<file path="src/rtl/mem_access_stage.sv">
// rtl/mem_access_stage.sv - MEM-stage data-memory access controller
//
// Sits between EX/MEM and MEM/WB. Turns load/store requests into a req/ack
// handshake on a 64-bit data bus, lane-aligns store data, extracts and
// zero-extends load data, stalls upstream while an access is outstanding
// and suppresses MEM/WB register writes during the stall.
//
// Ports:
//   clk, reset                      clock, synchronous active-high reset
//   MemRead_in, MemWrite_in         load / store request from EX/MEM
//   MemtoReg_in, RegWrite_in, Rd_in writeback control from EX/MEM
//   xfer_size_in                    0=byte 1=half 2=word 3=double
//   alu_result_in                   effective address / ALU result
//   store_data_in                   right-justified store data
//   mem_req, mem_we, mem_addr,
//   mem_wdata, mem_be               data-memory bus request side
//   mem_rdata, mem_ack              data-memory bus response side
//   stall_mem                       freeze PC, IF/ID, ID/EX, EX/MEM
//   MemtoReg_mem, RegWrite_mem,
//   Rd_mem, dm_read_data_mem,
//   alu_result_mem                  to MEM/WB
//   misalign_err, bus_err           one-cycle error pulses

module mem_access_stage #(
  parameter int TIMEOUT_CYCLES = 255
) (
  input  logic        clk,
  input  logic        reset,
  input  logic        MemRead_in,
  input  logic        MemWrite_in,
  input  logic        MemtoReg_in,
  input  logic        RegWrite_in,
  input  logic [4:0]  Rd_in,
  input  logic [1:0]  xfer_size_in,
  input  logic [63:0] alu_result_in,
  input  logic [63:0] store_data_in,
  output logic        mem_req,
  output logic        mem_we,
  output logic [63:0] mem_addr,
  output logic [63:0] mem_wdata,
  output logic [7:0]  mem_be,
  input  logic [63:0] mem_rdata,
  input  logic        mem_ack,
  output logic        stall_mem,
  output logic        MemtoReg_mem,
  output logic        RegWrite_mem,
  output logic [4:0]  Rd_mem,
  output logic [63:0] dm_read_data_mem,
  output logic [63:0] alu_result_mem,
  output logic        misalign_err,
  output logic        bus_err
);

  typedef enum logic [1:0] {IDLE, REQ, DONE} state_t;

  localparam logic [15:0] TO_LAST = 16'(TIMEOUT_CYCLES - 1);

  state_t      state_q, state_d;
  logic [15:0] cnt_q, cnt_d;
  logic [63:0] rbuf_q, rbuf_d;
  logic        tout_q, tout_d;   // last access timed out: suppress writeback in DONE

  logic        mem_op, is_store, is_load, misaligned;
  logic [2:0]  offset, size_mask;
  logic [5:0]  bit_shift;
  logic [7:0]  be_lane;
  logic [63:0] rdata_shift, load_data;

  // A simultaneous read+write is handled as a store.
  assign mem_op    = MemRead_in | MemWrite_in;
  assign is_store  = MemWrite_in;
  assign is_load   = MemRead_in & ~MemWrite_in;
  assign offset    = alu_result_in[2:0];
  assign bit_shift = {offset, 3'b000};

  always_comb begin
    size_mask = 3'b000;
    be_lane   = 8'h00;
    load_data = 64'd0;
    case (xfer_size_in)
      2'd0: begin size_mask = 3'b000; be_lane = 8'h01 << offset; load_data = {56'd0, rdata_shift[7:0]};  end
      2'd1: begin size_mask = 3'b001; be_lane = 8'h03 << offset; load_data = {48'd0, rdata_shift[15:0]}; end
      2'd2: begin size_mask = 3'b011; be_lane = 8'h0F << offset; load_data = {32'd0, rdata_shift[31:0]}; end
      default: begin size_mask = 3'b111; be_lane = 8'hFF; load_data = rdata_shift; end
    endcase
  end

  assign misaligned  = |(offset & size_mask);
  assign rdata_shift = mem_rdata >> bit_shift;

  // Address and store data follow EX/MEM directly; the stall holds them stable.
  assign mem_addr       = {alu_result_in[63:3], 3'b000};
  assign mem_wdata      = store_data_in << bit_shift;
  assign MemtoReg_mem   = MemtoReg_in;
  assign Rd_mem         = Rd_in;
  assign alu_result_mem = alu_result_in;

  always_comb begin
    state_d          = state_q;
    cnt_d            = cnt_q;
    rbuf_d           = rbuf_q;
    tout_d           = tout_q;
    mem_req          = 1'b0;
    mem_we           = 1'b0;
    mem_be           = 8'h00;
    stall_mem        = 1'b0;
    RegWrite_mem     = RegWrite_in;
    dm_read_data_mem = 64'd0;
    misalign_err     = 1'b0;
    bus_err          = 1'b0;

    case (state_q)
      IDLE: begin
        cnt_d = 16'd0;
        if (mem_op) begin
          RegWrite_mem = 1'b0;
          if (misaligned) begin
            misalign_err = 1'b1;
          end else begin
            stall_mem = 1'b1;
            tout_d    = 1'b0;
            state_d   = REQ;
          end
        end
      end
      REQ: begin
        mem_req      = 1'b1;
        mem_we       = is_store;
        mem_be       = be_lane;
        stall_mem    = 1'b1;
        RegWrite_mem = 1'b0;
        cnt_d        = cnt_q + 16'd1;
        if (mem_ack) begin
          rbuf_d  = is_load ? load_data : 64'd0;
          tout_d  = 1'b0;
          cnt_d   = 16'd0;
          state_d = DONE;
        end else if (cnt_q == TO_LAST) begin
          bus_err = 1'b1;
          rbuf_d  = 64'd0;
          tout_d  = 1'b1;
          cnt_d   = 16'd0;
          state_d = DONE;
        end
      end
      DONE: begin
        // Always return to IDLE so the still-held instruction is not reissued.
        dm_read_data_mem = rbuf_q;
        RegWrite_mem     = RegWrite_in & ~tout_q;
        state_d          = IDLE;
      end
      default: state_d = IDLE;
    endcase

    if (reset) begin
      mem_req      = 1'b0;
      mem_we       = 1'b0;
      mem_be       = 8'h00;
      stall_mem    = 1'b0;
      RegWrite_mem = 1'b0;
      misalign_err = 1'b0;
      bus_err      = 1'b0;
    end
  end

  always_ff @(posedge clk) begin
    if (reset) begin
      state_q <= IDLE;
      cnt_q   <= 16'd0;
      rbuf_q  <= 64'd0;
      tout_q  <= 1'b0;
    end else begin
      state_q <= state_d;
      cnt_q   <= cnt_d;
      rbuf_q  <= rbuf_d;
      tout_q  <= tout_d;
    end
  end

endmodule

</file>
<file path="config.mk">
export PLATFORM = sky130hd
export DESIGN_NAME = mem_access_stage
export DESIGN_NICKNAME = d
export VERILOG_FILES = /design/src/rtl/mem_access_stage.sv
export SDC_FILE = /design/constraint.sdc
export NUM_CORES = 1
export LEC_CHECK = 0
export BUFFER_PORTS_ARGS = -buffer_cell sky130_fd_sc_hd__buf_2
export CELL_PAD_IN_SITES_DETAIL_PLACEMENT = 0
export CELL_PAD_IN_SITES_GLOBAL_PLACEMENT = 1
export CORE_ASPECT_RATIO = 1.1
export CORE_MARGIN = 10
export CORE_UTILIZATION = 28
export DETAILED_ROUTE_END_ITERATION = 12
export PLACE_DENSITY_LB_ADDON = 0.2
export SYNTH_ARGS = -nofsm -noshare
export SYNTH_HDL_FRONTEND = slang
export SYNTH_SLANG_ARGS = --single-unit
</file>
<file path="constraint.sdc">
create_clock -name clk -period 2.2 [get_ports clk]
set_clock_uncertainty 0.1 [all_clocks]
set_input_delay 0.11 -clock clk [delete_from_list [all_inputs] [get_ports clk]]
set_output_delay 0.11 -clock clk [all_outputs]
set_load 0.05 [all_outputs]
</file>
# Yosys cells after proc, flatten, opt, wreduce, memory -nomap -nowiden
# Cells that the tools add are included.
[totals]
ff_bits = 83
elab_cells = 73
[op_classes]
n_addsub = 1
n_eq_ne = 8
n_shift = 5
muxes = 41
bitwise = 6
n_reduce_logical = 8
[op_table]
columns = ["operator", "n"]
rows = [
  ["$mux W64", 4],
  ["$pmux W64 S3", 1],
  ["$shl A64 B6 Y64", 1],
  ["$shr A64 B6 Y64", 1],
  ["$mux W16", 2],
  ["$pmux W16 S2", 1],
  ["$pmux W8 S3", 1],
  ["$mux W1", 21],
  ["$add A16 B1 Y16 const B", 1],
  ["$eq A16 B8 Y1 const B", 1],
  ["$mux W8", 2],
  ["$pmux W3 S3", 1],
  ["$mux W2", 4],
  ["$shl A1 B3 Y8 const A", 1],
  ["$shl A2 B3 Y8 const A", 1],
  ["$shl A4 B3 Y8 const A", 1],
  ["$eq A2 B1 Y1 const B", 2],
  ["$eq A2 B2 Y1 const B", 2],
  ["$logic_not A2 Y1", 2],
  ["$ne A2 B2 Y1 const B", 2],
  ["$pmux W1 S2", 2],
  ["$pmux W2 S2", 1],
  ["$reduce_and A4 Y1", 1],
  ["$reduce_bool A2 Y1", 2],
  ["other kinds (9)", 11],
]

# Longest topological paths before layout
[depth]
word_depth = 8
ltp_mapped = 9

# Worst setup path before layout
# No wires, ideal clock.
[synth_path]
path_kind = "reg2out"
start = "register cnt_q[0]"
end = "output port bus_err"
t_arrival_ns = 2.629
required_time_ns = 1.990
slack_ns = -0.639
path_stages_with_launch = 6
n_path_buf = 0
cell_sequence = "dfxtp_1 > inv_1 > ha_1 > or4b_1 > nor4_4 > nor3b_1"
[synth_via]
elab_chain_len = 5
[synth_rtl]
columns = ["item", "line_no", "text"]
rows = [
  ["start, declared", "59", "logic [15:0] cnt_q, cnt_d;"],
  ["start signal, assigned", "174", "cnt_q <= cnt_d;"],
  ["$eq A16 B8 Y1", "138", "end else if (cnt_q == TO_LAST) begin"],
  ["$mux W1", "138", ""],
  ["$mux W1", "133", "if (mem_ack) begin"],
  ["$mux W1", "112", "case (state_q)"],
  ["$mux W1", "155", "if (reset) begin"],
  ["end, declared", "51", "output logic bus_err"],
]
# No other way between the ends.

# Worst setup path in the final report
# Same ends and word-level chain as after synthesis.

==> impl_metrics.py <==
metrics = {
    "layout": {
        "finalNonFillerCells": 1594,
        "area_delta_synth_final_pct": 26.79,
        "layout_common_cells": "buf_2 (274), and2_1 (89), nor2_1 (82), dfxtp_1 (81), mux2i_1 (79)",
        "drive_gt1_share_pct": 39.57,
        "num-nets-final": 1432,
        "final_common_cell": "buf_2",
    },
    "sta": {
        "setup-tns-final_ns": -1.956,
        "max_slew_margin_pct": 38.77,
        "hold_viol": 0,
        "finalWorstSetupSlack_ns": -0.1750,
        "setup_viol": 40,
        "maxSlewViolCount": 0,
        "fin_crit_sh_pct": 108.0,
        "period_needed_ns": 2.375,
        "fmax_ghz": 0.4211,
        "rsz0062_at_grt": "true",
        "worst_slew_pin_slew_ns": 0.9184,
    },
    "synthesis": {
        "postSynthCellCount": 1054,
        "syn_area_um2": 8179,
        "syn_area_per_cell_um2": 7.760,
        "synth-seq-cells": 83,
        "synth.distinct_cells": 57,
        "synth_seq_area_share_pct": 20.32,
        "synth_enable_flop_cells": 0,
        "synth-main-ff-cell": "dfxtp_1",
        "async_reset_ff_share_pct": 0,
        "yosysWarnings": 0,
    },
    "clock_network": {
        "cts.path.max_buffers": 2,
        "cts_tree": "built",
        "root_buffer": "clkbuf_16",
        "clk_pin_slew_worst_paths_ns": 0.06,
        "worstSkewPairLatency_ns": 0.34,
        "clock_sinks": 83,
        "cts-buffers-inserted": 9,
        "htreeDepth": 3,
    },
    "status": {
        "status": "finished, violations left",
        "violations": "setup timing",
    },
    "place": {
        "gp_congestion": 0.8266,
        "dp_hpwl_um": 28170,
        "placed_cells": 1552,
        "portBuffers": 283,
    },
    "route": {
        "first_pass_iters": 5,
        "wl_per_cell_um": 23.03,
        "viasPerCell": 5.150,
        "drtAntennaViolNets": 0,
        "vias": 8209,
        "wl_um": 36710,
        "drtIter0Drc": 450,
        "drc": 0,
    },
    "global_route": {
        "grt_max_degree": 80,
        "grt_pass1_vias": 8388,
        "grt_usage_pct": 18.52,
        "grt-ovfl-total": 0,
        "antenna_found_initial": 5,
        "grt_pass1_wl_um": 52060,
    },
    "floorplanning": {
        "dieWidth_um": 183.0,
        "fp-row-count": 65,
        "ios": 482,
        "die_area_um2": 36460,
        "die-height_um": 199.3,
        "start_util_pct": 28.41,
        "core_um2": 28790,
    },
    "critical_path": {
        "r2r-start": "cnt_q[0]$_SDFFE_PP0N_",
        "ff2ff_path_depth": 11,
        "crit_type": "flop to output pin",
        "r2r_slack_ns": -0.11,
        "cp_max_fo": 2,
        "end_kind": "output pin",
        "arrival_ns": 2.16,
        "r2r-end": "cnt_q[11]$_SDFFE_PP0N_",
        "required_ns": 1.99,
        "critPathLaunchType": "flop",
    },
    "power": {
        "leakage_nw": 4.603,
        "peakVddDrop_v": 0.0003252,
        "powerDensity_nw_per_um2": 491.7,
    },
    "min_path": {
        "whs_endpoint": "cnt_q[9]$_SDFFE_PP0N_",
        "holdPathStages": 2,
        "min_path_type": "input pin to flop",
        "min_from": "reset",
    },
    "flow_run": {
        "cap_violations": 0,
    },
}
power breakdown:
group          total (mW)  internal [mW]  switching [mW]
logic                1.81          0.654            1.16
clock network        1.77           1.14           0.630
registers            1.52           1.51         0.00676
layout make-up:
cell class	instances	area, µm²
fill	3121	18420
multi-input combinational	742	5355
timing repair buffer	372	2501
sequential	83	1664
tap	368	460.4
clock buffer	12	246.5
clock inverter	4	97.59
inverter	10	37.54
antenna	3	7.507
synth_stat cells, drive strengths merged (2+ instances only):
cell type | count | area (µm²)
o41ai | 7 | 113.9
nor2b | 16 | 107.6
mux2i | 81 | 810.8
o2bb2ai | 16 | 140.1
buf | 163 | 1165
dfxtp | 83 | 1662
inv | 10 | 37.54
o22ai | 22 | 137.6
a31oi | 11 | 68.82
o21ai | 75 | 386.6
mux4 | 16 | 360.4
o221ai | 8 | 70.07
o31ai | 9 | 67.56
or2 | 2 | 12.51
o211ai | 2 | 15.01
nand2b | 6 | 37.54
nor2 | 85 | 319.1
a211oi | 15 | 112.6
nand3b | 49 | 367.9
and3 | 2 | 12.51
nor4 | 3 | 33.78
mux2 | 27 | 304.0
or3 | 3 | 18.77
o21a | 2 | 15.01
nand2 | 75 | 281.5
a21o | 2 | 15.01
clkbuf | 58 | 219.0
a21oi | 53 | 265.3
and2 | 89 | 556.8
a22oi | 3 | 22.52
ha | 8 | 100.1
and4 | 3 | 26.28
nor3 | 13 | 65.06
nand4 | 3 | 18.77
nor3b | 2 | 15.01
nand3 | 18 | 95.09
nand4b | 2 | 17.52
and2b | 2 | 15.01
metrics by stage:
step	total power [mW]	area, µm²	setup WS, ns	utilization [%]	hold slack, ns
6_report	5.099	10370	-0.1750	36.02	0.06996
5_1_grt	5.305	10360	-0.2522	35.99	0.07267
4_1_cts	5.079	9980	-0.2033	34.66	0.06707
3_5_place_dp	3.274	9489	-0.06577	32.96	0.1203
3_3_place_gp	3.278	9489	-0.06409	32.96	0.1203
2_1_floorplan	3.278	8282	-0.1379	-	0.1426
worst max-delay path: stages, from the launching register on:
cell     delay (ns)
dfxtp_2        0.32
inv_2          0.06
ha_4           0.11
or4b_4         0.46
nor4_4         0.34
buf_4          0.18
nor3b_4        0.18
buf_6          0.18
cell families after synthesis:
| family | after synthesis | share of synthesized area, % |
|---|---|---|
| and+or+nand+nor | 376 | 24.87 |
| buffers and inverters | 231 | 17.38 |
| AOI/OAI and AO/OA | 230 | 18.02 |
| muxes | 124 | 18.04 |
| DFF | 83 | 20.32 |
| adders and majority gates | 8 | 1.224 |
| other | 1 | 0.04585 |
| xor gates and xnor gates | 1 | 0.1071 |
layer usage:
| layer | routed length, µm | part of all wire [%] | track usage [%] | up-vias |
|---|---|---|---|---|
| li1 | - | - | - | 3929 |
| met1 | 14450 | 39 | 21.12 | 3883 |
| met2 | 18430 | 50 | 32.47 | 312 |
| met3 | 2630 | 7.2 | 4.378 | 83 |
| met4 | 1184 | 3.2 | 7.746 | 2 |
| met5 | 13 | 0.035 | 0 | - |
worst max path at each step:
stage	from	to	slack (ns)	depth (start not counted)
3_5_place_dp	cnt_q[0]$_SDFFE_PP0N_	cnt_q[5]$_SDFFE_PP0N_	-0.07	8
2_1_floorplan	cnt_q[0]$_SDFFE_PP0N_	bus_err	-0.14	5
3_3_place_gp	cnt_q[0]$_SDFFE_PP0N_	cnt_q[6]$_SDFFE_PP0N_	-0.06	8
5_1_grt	cnt_q[0]$_SDFFE_PP0N_	bus_err	-0.25	7
4_1_cts	cnt_q[0]$_SDFFE_PP0N_	bus_err	-0.20	7
6_report	cnt_q[0]$_SDFFE_PP0N_	bus_err	-0.17	7
flip-flops by register name, summed over array words and instances, names as in the netlist:
name,flops
cnt_q,16
rbuf_q,64
tout_q,1
state_q,2
repair_timing:
action	CTS	global route
setup endpoints to repair	17	27
gates resized for setup	14	54
hold endpoints to repair	8	0
buffers inserted	1	6
pin swaps	3	16
gates cloned	0	8
hold buffers	8	0
(Power assumes the default switching activity.)
